===== config.mk =====
export PLATFORM = sky130hd
export DESIGN_NAME = gcd_req_sequencer
export DESIGN_NICKNAME = d
export VERILOG_FILES = /design/src/rtl/gcd_pkg.sv /design/src/rtl/gcd_op_fifo.sv /design/src/rtl/gcd_req_sequencer.sv
export SDC_FILE = /design/constraint.sdc
export NUM_CORES = 1
export LEC_CHECK = 0
export ABC_CLOCK_PERIOD_IN_PS = 4950
export CAP_MARGIN = 20
export CORE_MARGIN = 2
export CORE_UTILIZATION = 40
export CTS_BUF_LIST = sky130_fd_sc_hd__clkbuf_4
export DETAILED_ROUTE_END_ITERATION = 16
export DONT_BUFFER_PORTS = 1
export HOLD_SLACK_MARGIN = 0.12
export SYNTH_ARGS = -nofsm -noshare
export SYNTH_HDL_FRONTEND = slang
export SYNTH_SLANG_ARGS = --single-unit

===== constraint.sdc =====
create_clock -name clk_i -period 4.95 [get_ports clk_i]
set_clock_uncertainty 0.1 [all_clocks]
set_input_delay 1.2375 -clock clk_i [delete_from_list [all_inputs] [get_ports clk_i]]
set_output_delay 1.2375 -clock clk_i [all_outputs]
set_load 0.03 [all_outputs]

===== src/rtl/gcd_pkg.sv =====
// rtl/gcd_pkg.sv - shared types and defaults for the gcd request sequencer
package gcd_pkg;
    localparam int GCD_W       = 32;
    localparam int GCD_DEPTH   = 4;
    localparam int GCD_TIMEOUT = 1024;

    typedef enum logic [1:0] {
        IDLE,
        ISSUE,
        WAIT,
        OUT
    } gcd_state_t;

    typedef struct packed {
        logic [GCD_W-1:0] a;
        logic [GCD_W-1:0] b;
    } gcd_pair_t;
endpackage


===== src/rtl/gcd_op_fifo.sv =====
// rtl/gcd_op_fifo.sv - synchronous FIFO of operand pairs
module gcd_op_fifo
    import gcd_pkg::*;
#(
    parameter type T     = gcd_pair_t,
    parameter int  DEPTH = GCD_DEPTH
) (
    input  logic                     clk,
    input  logic                     rst,
    input  logic                     push,
    input  T                         wdata,
    input  logic                     pop,
    output T                         rdata,
    output logic                     full,
    output logic                     empty,
    output logic [$clog2(DEPTH):0]   count
);
    localparam int AW = $clog2(DEPTH);
    localparam logic [AW:0] FULL_COUNT = (AW+1)'(DEPTH);

    T              mem [DEPTH];
    logic [AW-1:0] wr_ptr;
    logic [AW-1:0] rd_ptr;
    logic          do_push;
    logic          do_pop;

    assign full    = (count == FULL_COUNT);
    assign empty   = (count == '0);
    assign do_push = push && !full;
    assign do_pop  = pop && !empty;
    assign rdata   = mem[rd_ptr];

    // Storage carries no reset; only the pointers define validity.
    always_ff @(posedge clk) begin
        if (do_push) begin
            mem[wr_ptr] <= wdata;
        end
    end

    always_ff @(posedge clk or posedge rst) begin
        if (rst) begin
            wr_ptr <= '0;
            rd_ptr <= '0;
            count  <= '0;
        end else begin
            if (do_push) begin
                wr_ptr <= wr_ptr + 1'b1;
            end
            if (do_pop) begin
                rd_ptr <= rd_ptr + 1'b1;
            end
            case ({do_push, do_pop})
                2'b10:   count <= count + 1'b1;
                2'b01:   count <= count - 1'b1;
                default: count <= count;
            endcase
        end
    end
endmodule


===== src/rtl/gcd_req_sequencer.sv =====
// rtl/gcd_req_sequencer.sv - buffers operand pairs and issues them one at a time to a gcd engine
module gcd_req_sequencer
    import gcd_pkg::*;
#(
    parameter int W       = GCD_W,
    parameter int DEPTH   = GCD_DEPTH,
    parameter int TIMEOUT = GCD_TIMEOUT
) (
    input  logic                     clk_i,
    input  logic                     rst_i,
    input  logic                     in_valid_i,
    output logic                     in_ready_o,
    input  logic [W-1:0]             in_a_i,
    input  logic [W-1:0]             in_b_i,
    output logic                     start_o,
    output logic [W-1:0]             a_o,
    output logic [W-1:0]             b_o,
    input  logic                     busy_i,
    input  logic                     valid_i,
    input  logic [W-1:0]             result_i,
    output logic                     res_valid_o,
    input  logic                     res_ready_i,
    output logic [W-1:0]             res_data_o,
    output logic                     res_err_o,
    output logic [$clog2(DEPTH):0]   pending_o
);
    localparam int CW = $clog2(TIMEOUT);
    localparam logic [CW-1:0] LAST = CW'(TIMEOUT - 1);

    typedef struct packed {
        logic [W-1:0] a;
        logic [W-1:0] b;
    } pair_t;

    gcd_state_t    state;
    gcd_state_t    state_nxt;
    pair_t         wdata;
    pair_t         head;
    logic          full;
    logic          empty;
    logic          pop;
    logic [CW-1:0] wait_cnt;

    assign wdata       = {in_a_i, in_b_i};
    assign in_ready_o  = !full;
    assign pop         = (state == IDLE) && !empty;
    assign res_valid_o = (state == OUT);

    gcd_op_fifo #(
        .T     (pair_t),
        .DEPTH (DEPTH)
    ) u_fifo (
        .clk   (clk_i),
        .rst   (rst_i),
        .push  (in_valid_i && in_ready_o),
        .wdata (wdata),
        .pop   (pop),
        .rdata (head),
        .full  (full),
        .empty (empty),
        .count (pending_o)
    );

    always_comb begin
        state_nxt = state;
        case (state)
            IDLE:    if (!empty) state_nxt = ISSUE;
            ISSUE:   if (!busy_i) state_nxt = WAIT;
            WAIT:    if (valid_i || wait_cnt == LAST) state_nxt = OUT;
            OUT:     if (res_ready_i) state_nxt = IDLE;
            default: state_nxt = IDLE;
        endcase
    end

    // A late result still beats the timeout when both land on the same cycle.
    always_ff @(posedge clk_i or posedge rst_i) begin
        if (rst_i) begin
            state      <= IDLE;
            wait_cnt   <= '0;
            start_o    <= 1'b0;
            a_o        <= '0;
            b_o        <= '0;
            res_data_o <= '0;
            res_err_o  <= 1'b0;
        end else begin
            state   <= state_nxt;
            start_o <= (state == ISSUE) && !busy_i;
            if (pop) begin
                a_o <= head.a;
                b_o <= head.b;
            end
            if (state == ISSUE) begin
                wait_cnt <= '0;
            end else if (state == WAIT) begin
                wait_cnt <= wait_cnt + 1'b1;
            end
            if (state == WAIT) begin
                if (valid_i) begin
                    res_data_o <= result_i;
                    res_err_o  <= 1'b0;
                end else if (wait_cnt == LAST) begin
                    res_data_o <= '0;
                    res_err_o  <= 1'b1;
                end
            end
        end
    end
endmodule


==> flow_summary.yaml <==
cts:
  hold_buffers: 0
  clk_pin_slew_ps: 70
  h-tree-depth: 3
  clock_latency_ps: 750
  cts_resized: 0
  clock_sinks: 373
  cts_tree: "yes"
  cts_made_buffers: 97
  clockBufferDepth: 3
  clockRootBuffer: "clkbuf_4"
  cts_setup_buffers: 0
route:
  wl_met2_um: 13600
  wl_met3_um: 3210
  drt_iter0_markers: 332
  ant_nets: 0
  first_pass_iters: 4
  top_layer: "met4"
  vias: 6555
  route.final.wire_length_um: 27600
  met1_length_um: 10200
  post_drt_via_cell_ratio: 5.16
  avgRoutedWirePerCell_um: 21.7
  drc: 0
final_layout:
  n_fill_cell: 2947
  postLayoutCellArea_um2: 15700
  drive_gt1_frac: 0.359
  num-nets-final: 847
  area_growth_pct: 13.2
worst_setup_path:
  setup.worst_path.end_class: "output port"
  crit_arrival_ps: 1910
  crit_type: "flop to output port"
  r2r-start: "u_fifo.count[0]$_DFFE_PP0P_"
  cp_max_fo: 6
  crit_path_start_kind: "flop"
  startpoint: "u_fifo.count[1]$_DFFE_PP0P_"
  crit_required_ps: 3610
grt:
  grt_max_degree: 88
  grt_antenna_before_repair: 1
  overflow: 0
  grt_usage: 0.154
  grt_pass1_vias: 7306
  grt_first_pass_wirelength_um: 41600
logic_synthesis:
  syn_inst: 656
  synth.top_cell.area_share: 0.554
  synth.net_count: 770
  ys_top_cells_by_area: "edfxtp_1, dfrtp_1, mux4_2"
  synth_cell_types: 36
  synth_seq_cells: 373
  yosysSeqAreaShare: 0.765
  yosys_warnings: 0
  synth.avg_cell_area_um2: 21.2
  yosysTopAreaCell: "edfxtp_1"
  synth_area_um2: 13900
sta:
  worst_slew_pin_slew_ps: 1080
  worst_slack_ps: 1700
  slew_violations: 0
  finalSetupTns_ps: 0
  fmax_mhz: 308
  setup_viol_count_final: 0
  rsz0062_at_grt: "false"
  finalHoldViolCount: 0
  hold_slack_ps: 440
  fin_crit_sh: 0.656
  maxSlewHeadroom: 0.283
  period_needed_ps: 3250
placement:
  placed_area_um2: 14400
  gp_congestion: 0.768
  place_hpwl_um: 15800
  preCtsSetupSlack_ps: 1910
  io_buffers: 0
power_and_ir_drop:
  leakagePower_uw: 0.00568
  power.ir.vdd_worst_v: 0.000395
  power_density_nw_per_um2: 679
floorplan:
  fp.coreArea_um2: 34400
  rows: 68
  initial_utilization: 0.404
  die-width_um: 190
  dieArea_um2: 36200
  die_y_um: 190
  io_pins: 205
worst_hold_path:
  hold_start: "wait_cnt[4]$_DFFE_PP0P_"
  hold_class: "flop to flop"
flow_run:
  max-cap-violations: 0
run_status:
  outcome: "completed"
flip-flops by register name, indices dropped and copies added, names as in the netlist:
name / cells
u_fifo.mem: 256
a_o: 32
b_o: 32
res_data_o: 32
wait_cnt: 10
u_fifo.count: 3
state: 2
u_fifo.rd_ptr: 2
u_fifo.wr_ptr: 2
res_err_o: 1
start_o: 1
power breakdown:
group	switching [µW]	total (µW)	internal, µW
Combinational	1050	2320	1260
Sequential	1460	5730	4270
Clock	1220	2620	1400
Total	3740	10700	6940
per-stage QoR:
stage,total power (µW),cells,util
final,10700,1270,0.457
after global routing,11300,1270,0.457
after CTS,10800,1265,0.454
after detailed placement,8160,1085,0.418
after global placement,8030,1084,0.417
after floorplan,7470,656,-
layout make-up:
class | count | area, µm² | area share
Sequential cell | 373 | 10600 | 0.676
Multi-Input combinational cell | 241 | 3070 | 0.195
Clock buffer | 146 | 1100 | 0.0697
Tap cell | 455 | 569 | 0.0362
Clock inverter | 34 | 160 | 0.0102
Timing Repair Buffer | 8 | 148 | 0.00939
Inverter | 12 | 51.3 | 0.00326
Antenna cell | 1 | 2.50 | 0.000159
logic make-up after synthesis:
logic type,count (synthesis),share of synthesized area
simple gates,36,0.0137
flops,373,0.765
xor+xnor,10,0.00631
fa+ha+maj,12,0.0114
buf+inv,42,0.0160
mux,133,0.159
compound gates,50,0.0287
placed cells by master, fill, tap and decap left out, types with 2 or more instances in the layout:
cell      synthesis  final
mux4_2           64     64
clkinv_1          0     26
xnor2_1           7      7
clkinv_2          0      6
nand2b_1          3      3
edfxtp_1        256    256
nor3_1            4      4
inv_2             1      2
nor2_1            5      5
o21ai_0           4      4
clkbuf_4          0    146
nor3_2            2      2
xor2_1            3      3
nand2_1           8      8
buf_16            0      4
mux2_2           54     54
mux2i_1           4      4
a22o_1           33     33
and3_4            0      4
dfrtp_1         117    115
inv_1            11     10
buf_4             1      3
nand3_1           4      4
a21oi_1           6      6
mux2_1           11     11
and2_1            2      2
nor2b_1           2      2
dfrtp_4           0      2
ha_1             11     11
final timing paths:
| kind | end | slack [ps] | cells after the start |
|---|---|---|---|
| setup / recovery | in_ready_o | 1700 | 2 |
| hold / removal | wait_cnt[4]$_DFFE_PP0P_ | 440 | 1 |
| setup reg to reg | u_fifo.count[2]$_DFFE_PP0P_ | 2040 | 9 |
| hold reg to reg | wait_cnt[4]$_DFFE_PP0P_ | 440 | 1 |
| max in group asynchronous | b_o[28]$_DFFE_PP0P_ | 3310 | 2 |
| min in group asynchronous | wait_cnt[4]$_DFFE_PP0P_ | 450 | 1 |
cell usage after synthesis, drive strengths merged:
cell type / n
and2: 2
inv: 12
nor2: 5
o2bb2ai: 1
a22o: 33
a21oi: 6
mux2: 65
nand3: 4
nand2b: 3
buf: 19
clkbuf: 11
o21bai: 1
xnor2: 7
edfxtp: 256
a221o: 1
nor2b: 2
mux2i: 4
ha: 11
mux4: 64
nor3: 6
o21ai: 5
and3: 5
a21o: 1
o32a: 1
nand2: 8
o21ba: 1
xor2: 3
nand4: 1
dfrtp: 117
fa: 1
worst max-delay path, stage by stage (launching register included):
cell and delay (ps):
dfrtp_1 560, inv_1 160, nand3_1 440
per-layer routing:
metal / up-vias / global-route usage
met1: 3380 / 0.167
met5: - / 0
met2: 285 / 0.255
met4: 0 / 0.0641
li1: 2849 / -
met3: 41 / 0.0780
Power figures use the tool's default switching activity.
